[src/rtl/fib_disp_scan.sv]
// Four-digit common-anode display scanner for Fibonacci BCD results; FIB_DISP_LZB_EN adds leading-zero blanking.
// Latency: capture on iDONE edge t, decoded segments and oVALID visible from edge t+1.
// Backpressure: none; a new result is accepted on any cycle iDONE is high.
module fib_disp_scan #(
    parameter int REFRESH_BITS = 18
) (
    input  logic       iCLK,
    input  logic       iRESET,
    input  logic       iDONE,
    input  logic       iOFLOW,
    input  logic [3:0] iBCD3,
    input  logic [3:0] iBCD2,
    input  logic [3:0] iBCD1,
    input  logic [3:0] iBCD0,
    output logic [3:0] oAN,
    output logic [6:0] oSEG,
    output logic       oDP,
    output logic       oVALID
);

    localparam logic [6:0] SEG_DASH  = 7'b0111111;
    localparam logic [6:0] SEG_BLANK = 7'h7F;

    logic [REFRESH_BITS-1:0] cnt_q, cnt_d;
    logic [3:0][3:0]         dig_q, dig_d;
    logic                    ovf_q, ovf_d;
    logic                    valid_q, valid_d;
    logic [3:0]              an_q, an_d;
    logic [6:0]              seg_q, seg_d;
    logic                    dp_q, dp_d;
    logic                    vld_out_q, vld_out_d;
    logic [1:0]              sel;

    function automatic logic [6:0] bcd_to_seg(input logic [3:0] bcd);
        logic [6:0] seg;
        case (bcd)
            4'd0:    seg = 7'b1000000;
            4'd1:    seg = 7'b1111001;
            4'd2:    seg = 7'b0100100;
            4'd3:    seg = 7'b0110000;
            4'd4:    seg = 7'b0011001;
            4'd5:    seg = 7'b0010010;
            4'd6:    seg = 7'b0000010;
            4'd7:    seg = 7'b1111000;
            4'd8:    seg = 7'b0000000;
            4'd9:    seg = 7'b0010000;
            default: seg = SEG_DASH;
        endcase
        return seg;
    endfunction

    assign sel = cnt_q[REFRESH_BITS-1 -: 2];

    always_comb begin
        cnt_d   = cnt_q + REFRESH_BITS'(1);
        dig_d   = dig_q;
        ovf_d   = ovf_q;
        valid_d = valid_q;
        if (iDONE) begin
            dig_d   = {iBCD3, iBCD2, iBCD1, iBCD0};
            ovf_d   = iOFLOW;
            valid_d = 1'b1;
        end
    end

`ifdef FIB_DISP_LZB_EN
    // A digit is blank when it and every more significant digit are zero.
    logic [3:0] blank;
    always_comb begin
        blank    = 4'b0000;
        blank[3] = (dig_q[3] == 4'd0);
        blank[2] = blank[3] && (dig_q[2] == 4'd0);
        blank[1] = blank[2] && (dig_q[1] == 4'd0);
    end
`endif

    // Decode uses the pre-capture registers, so a new result shows one edge later.
    always_comb begin
        an_d      = 4'b1111;
        seg_d     = SEG_BLANK;
        dp_d      = 1'b1;
        vld_out_d = valid_q;
        if (valid_q) begin
            an_d = ~(4'b0001 << sel);
            if (ovf_q) begin
                seg_d = SEG_DASH;
                dp_d  = (sel != 2'd0);
            end else begin
                seg_d = bcd_to_seg(dig_q[sel]);
`ifdef FIB_DISP_LZB_EN
                if (blank[sel]) begin
                    an_d  = 4'b1111;
                    seg_d = SEG_BLANK;
                end
`endif
            end
        end
    end

    always_ff @(posedge iCLK) begin
        if (iRESET) begin
            cnt_q     <= '0;
            dig_q     <= '0;
            ovf_q     <= 1'b0;
            valid_q   <= 1'b0;
            an_q      <= 4'b1111;
            seg_q     <= SEG_BLANK;
            dp_q      <= 1'b1;
            vld_out_q <= 1'b0;
        end else begin
            cnt_q     <= cnt_d;
            dig_q     <= dig_d;
            ovf_q     <= ovf_d;
            valid_q   <= valid_d;
            an_q      <= an_d;
            seg_q     <= seg_d;
            dp_q      <= dp_d;
            vld_out_q <= vld_out_d;
        end
    end

    assign oAN    = an_q;
    assign oSEG   = seg_q;
    assign oDP    = dp_q;
    assign oVALID = vld_out_q;

endmodule

[config.mk]
export PLATFORM = sky130hd
export DESIGN_NAME = fib_disp_scan
export DESIGN_NICKNAME = d
export VERILOG_FILES = /design/src/rtl/fib_disp_scan.sv
export SDC_FILE = /design/constraint.sdc
export NUM_CORES = 1
export LEC_CHECK = 0
export ABC_AREA = 1
export BUFFER_PORTS_ARGS = -buffer_cell sky130_fd_sc_hd__buf_2
export CAP_MARGIN = 20
export CORE_ASPECT_RATIO = 2
export CORE_UTILIZATION = 35
export CTS_CLUSTER_DIAMETER = 100
export DETAILED_ROUTE_END_ITERATION = 8
export SYNTH_ARGS = -nofsm -noshare
export SYNTH_HDL_FRONTEND = slang
export SYNTH_SLANG_ARGS = --single-unit
[constraint.sdc]
create_clock -name iCLK -period 3.1 [get_ports iCLK]
set_clock_uncertainty 0.2 [all_clocks]
set_input_delay 0 -clock iCLK [delete_from_list [all_inputs] [get_ports iCLK]]
set_output_delay 0 -clock iCLK [all_outputs]
set_load 0.01 [all_outputs]
# == After elaboration in Yosys (flattened, before gate mapping) ==
# Memory sizes are Yosys's and may differ from the RTL's.
# Cells that the tools add are included.
# Widths: inputs -> output; s select.
# op_classes
magnitude_cmp,1
bitwise,3
shifts,1
add_sub_neg,1
n_mux,3
n_reduce_logical,4
# op_table
op,n
$add 18x1->18 const B,1
$bmux 4 s2,1
$mux 7,1
$reduce_or 3->1,2
$mux 4,1
$not 4->4,1
$shl 1x2->4 const A,1
$lt 2x3->1 const B,1
$not 1->1,2
$reduce_bool 2->1,1
$reduce_or 2->1,1
# word_totals
mem_count,1
out_inout_bits,13
mem_bits_ro,112
in_bits,20
register_bits,49
word_cells,26
# mem_list
memory,words,width,read_ports,rd_clocked_by_memory_dff,wr,line,rtl
(no name shown),16,7,1,0,0,36,case (bcd)

# == Longest topological paths before layout ==
# An unclocked memory read counts as a cell.
# depth
ltp_word,4
depth_mapped,12
depth_no_buf,10

# == Least setup slack after synthesis ==
# OpenSTA, ideal clock, no wires.
# synth_timing
path_kind,register -> register
startpoint,reg cnt_q[16]
endpoint,"reg seg_q[0], in the netlist oSEG[0]"
path_buffers,2
path_stages_with_launch,13
arrival_ns,1.409
slack_ns,1.375
t_required_ns,2.785
path_cell_list,dfxtp_1 > buf_6 > inv_4 > buf_6 > nand3_1 > nand2_1 > nor2_1 > inv_1 > ha_1 > inv_1 > nand2_1 > nand3_1 > nand2_1
# synth_via
elab_chain_cells,3
# synth_lines
element,line,rtl
from (decl),24,"logic [REFRESH_BITS-1:0] cnt_q, cnt_d;"
from (signal assigned),111,cnt_q <= cnt_d;
$bmux 4 s2,89,seg_d = bcd_to_seg(dig_q[sel]);
$mux 4 (implied by the code),89,
$mem_v2 16x7,-,
to (signal assigned),116,seg_q <= seg_d;
to (decl),29,"logic [6:0] seg_q, seg_d;"
# No other way between the ends. The select of a mux whose other input is x is not followed.
# A chain may end at the register's enable or synchronous reset.

# == Worst setup path after layout ==
# Ends and elaborated chain as after synthesis.

==> reports/summary.txt <==
GR Overflow Total: 0
Nets: 388
CP Cell Sequence: inv_4, nand3_1, nand2_1, nor2_1, inv_1, ha_1, inv_1, nand2_1, nand3_1, nand2_1
Post-synth EDFFs: 0
top cell type's share of synthesized area: 44.6%
Post-Syn Area per Cell: 7.14 µm²
post-CTS setup buffers: 0
first-pass GRT wire length: 8470 µm
number of diodes: 0
post-route ant nets: 0
PD cells: 515 mW/mm²
worst skew pair latency: 0.29 ns
Hold WC Path Type: input port to register
peak supply drop: 0.000342 V
Top Usage Layer GRT: met2
CP delay by family, top: flip-flops
final hold slack: -0.0101 ns
Max Freq: 0.462 GHz
clk slew on worst S/H paths: 0.06 ns
Final Util: 46.4%
worst endpoint data arrival time: 2.14 ns
worst r2r dst: oSEG[0]$_SDFF_PP1_
final hold violation count: 3
Critical Path Max Stage Delay: 0.72 ns
area of the multi-input gates: 0.00107 mm²
HPWL Detailed: 3760 µm
hold path depth: 3
CTS root buf: clkbuf_16
1st-iter DRT viols: 43
Buffers on Ports: 32
Placer Congestion: 0.860
TritonCTS clock tree: done
Setup TNS: 0 ns
initial antenna violation count: 0
Pins Over Slew Limit: 0
top cells by instance count after synthesis: 80 x nand2_1, 66 x nor2_1, 49 x dfxtp_1
RSZ-0062 raised after global routing: false
Mapped Nets: 335
Synth Warn #: 0
DRC viols: 2
ranking of synthesized cells by area: dfxtp_1 45%, nand2_1 14%, nor2_1 11%, nand3_1 5.9%, o21ai_0 4.6%
register area share after synthesis: 44.6%
number of CTS-inserted buffers: 5
Crit-path slowest cell: dfxtp_1
CORE AREA: 0.00606 mm²
Die Footprint: 0.00662 mm²
top-count cell post-synth: nand2_1
leakage power: 1.21 nW
WS Path Type: register to register
Routed WL: 5070 µm
Critical Path Sink Type: register
maxcap violations: 0
layout cells sized above 1: 14.4%
Hold EP: dig_q[0]$_SDFFE_PP0P_
DIE HEIGHT: 114 µm
Area growth, synth to finish: 27.8%
Slew headroom: 58.5%
via count: 2058
Reg2Reg Depth: 10
share of flip-flops with an asynchronous set or reset: 0%
WL per Instance: 11.4 µm
FF+latch area: 981 µm²
Final setup viols: 0
R2R setup slack: 0.94 ns
CP startpoint kind: register
Synth area leader: dfxtp_1
H-tree depth: 2
status: complete, but fails checks
Die X-Extent: 58.0 µm
vias per std cell: 4.61
Synth Instances: 308
Rows: 40
initial core utilization: 36.3%
FF+latch count, synth: 49
met3 Usage GRT: 3.73%
Cell Area, Synth: 0.00220 mm²
most used cell, CP: nand2_1
CP Buf/Inv Count: 3
Max clock buf depth: 2
CP Data Required Time: 3.08 ns
fill count: 623
Slew @ Worst Pin: 0.621 ns
met1 global-route usage: 15.0%
number of global-route vias before repair: 1983
total track usage: 17.1%
Period Utilization, post-route: 69.8%
CP max FO: 18
# IOs: 33
Sink Count: 49
Netlist cell types: 27
first-pass iteration count of the detailed router: 6
post-layout min period: 2.16 ns
largest net degree at the start of global routing: 23
ys flop type: dfxtp_1
reg2reg start: cnt_q[16]$_SDFF_PP0_
min-delay src: iDONE
met2 Usage GRT: 33.0%
failing checks: DRC, hold timing
[metal layers]
metal,vias to the layer above,share of wire (%)
met1,920,35
met2,45,57
li1,1072,-
met4,0,5.0
met3,21,3.3
met5,-,0
[cells in the final DEF (no fill, tap or decap), types with 5 or more instances in the layout]
cell type,instances
nand2_1,80
nor2_1,66
dfxtp_1,49
buf_2,32
nand3_1,26
dlygate4sd3_1,24
o21ai_0,20
inv_1,17
ha_1,7
a21oi_1,6
nand2_2,5
xor2_1,5
clkbuf_16,5
[final cells by class]
| type | count | area share, % |
|---|---|---|
| Inverter | 21 | 2.90 |
| Multi-Input combinational cell | 228 | 38.0 |
| Timing Repair Buffer | 56 | 14.3 |
| Tap cell | 84 | 3.74 |
| Sequential cell | 49 | 34.9 |
| Clock inverter | 1 | 1.07 |
| Clock buffer | 7 | 5.08 |
[per-stage QoR]
step | area, µm² | cells | hold WS [ns] | setup slack [ns] | power, mW
3_3_place_gp | 2400 | 414 | 0.0223 | 0.995 | 0.808
2_1_floorplan | 2200 | 308 | -0.131 | 1.38 | 0.764
4_1_cts | 2810 | 446 | 0.00198 | 0.938 | 1.46
3_5_place_dp | 2400 | 414 | 0.0286 | 0.953 | 0.809
6_report | 2810 | 446 | -0.0101 | 0.937 | 1.45
5_1_grt | 2810 | 446 | 0.0128 | 0.713 | 1.51
[tightest hold or removal path, cell delays in order]
cell and delay (ns):
buf_2 0.19, o21ai_0 0.19, nor2_1 0.05
[timing repair]
action,4_1_cts,5_1_grt
gates resized for setup,0,0
endpoints found under the hold margin,31,0
hold buffers,24,0
endpoints found under the setup margin,0,0
[sequential cells by signal, indices dropped and copies added (netlist names)]
name     flops
cnt_q       18
dig_q       16
oAN          4
oDP          1
oSEG         7
oVALID       1
ovf_q        1
valid_q      1
[report_power, final]
part	internal (mW)	switching, mW	total [mW]
Clock	0.403	0.227	0.630
Sequential	0.661	0.0165	0.677
Combinational	0.0651	0.0760	0.141
Total	1.13	0.319	1.45
[logic make-up after synthesis]
group	count (synthesis)	share of synthesized area [%]
AOI/OAI and AO/OA	28	6.49
and+or+nand+nor	187	35.7
DFF	49	44.6
buffers and inverters	31	6.77
xor gates and xnor gates	6	2.39
adders and majority gates	7	3.98
[worst max-delay path by stage]
stage	from	slack (ns)	cells after the start	end
6_report	cnt_q[16]$_SDFF_PP0_	0.94	10	oSEG[0]$_SDFF_PP1_
5_1_grt	cnt_q[16]$_SDFF_PP0_	0.71	10	oSEG[3]$_SDFF_PP1_
4_1_cts	cnt_q[16]$_SDFF_PP0_	0.94	10	oSEG[3]$_SDFF_PP1_
3_5_place_dp	cnt_q[16]$_SDFF_PP0_	0.95	10	oSEG[3]$_SDFF_PP1_
3_3_place_gp	cnt_q[16]$_SDFF_PP0_	0.99	10	oSEG[6]$_SDFF_PP1_
2_1_floorplan	cnt_q[16]$_SDFF_PP0_	1.38	12	oSEG[0]$_SDFF_PP1_
(Power assumes the default switching activity.)
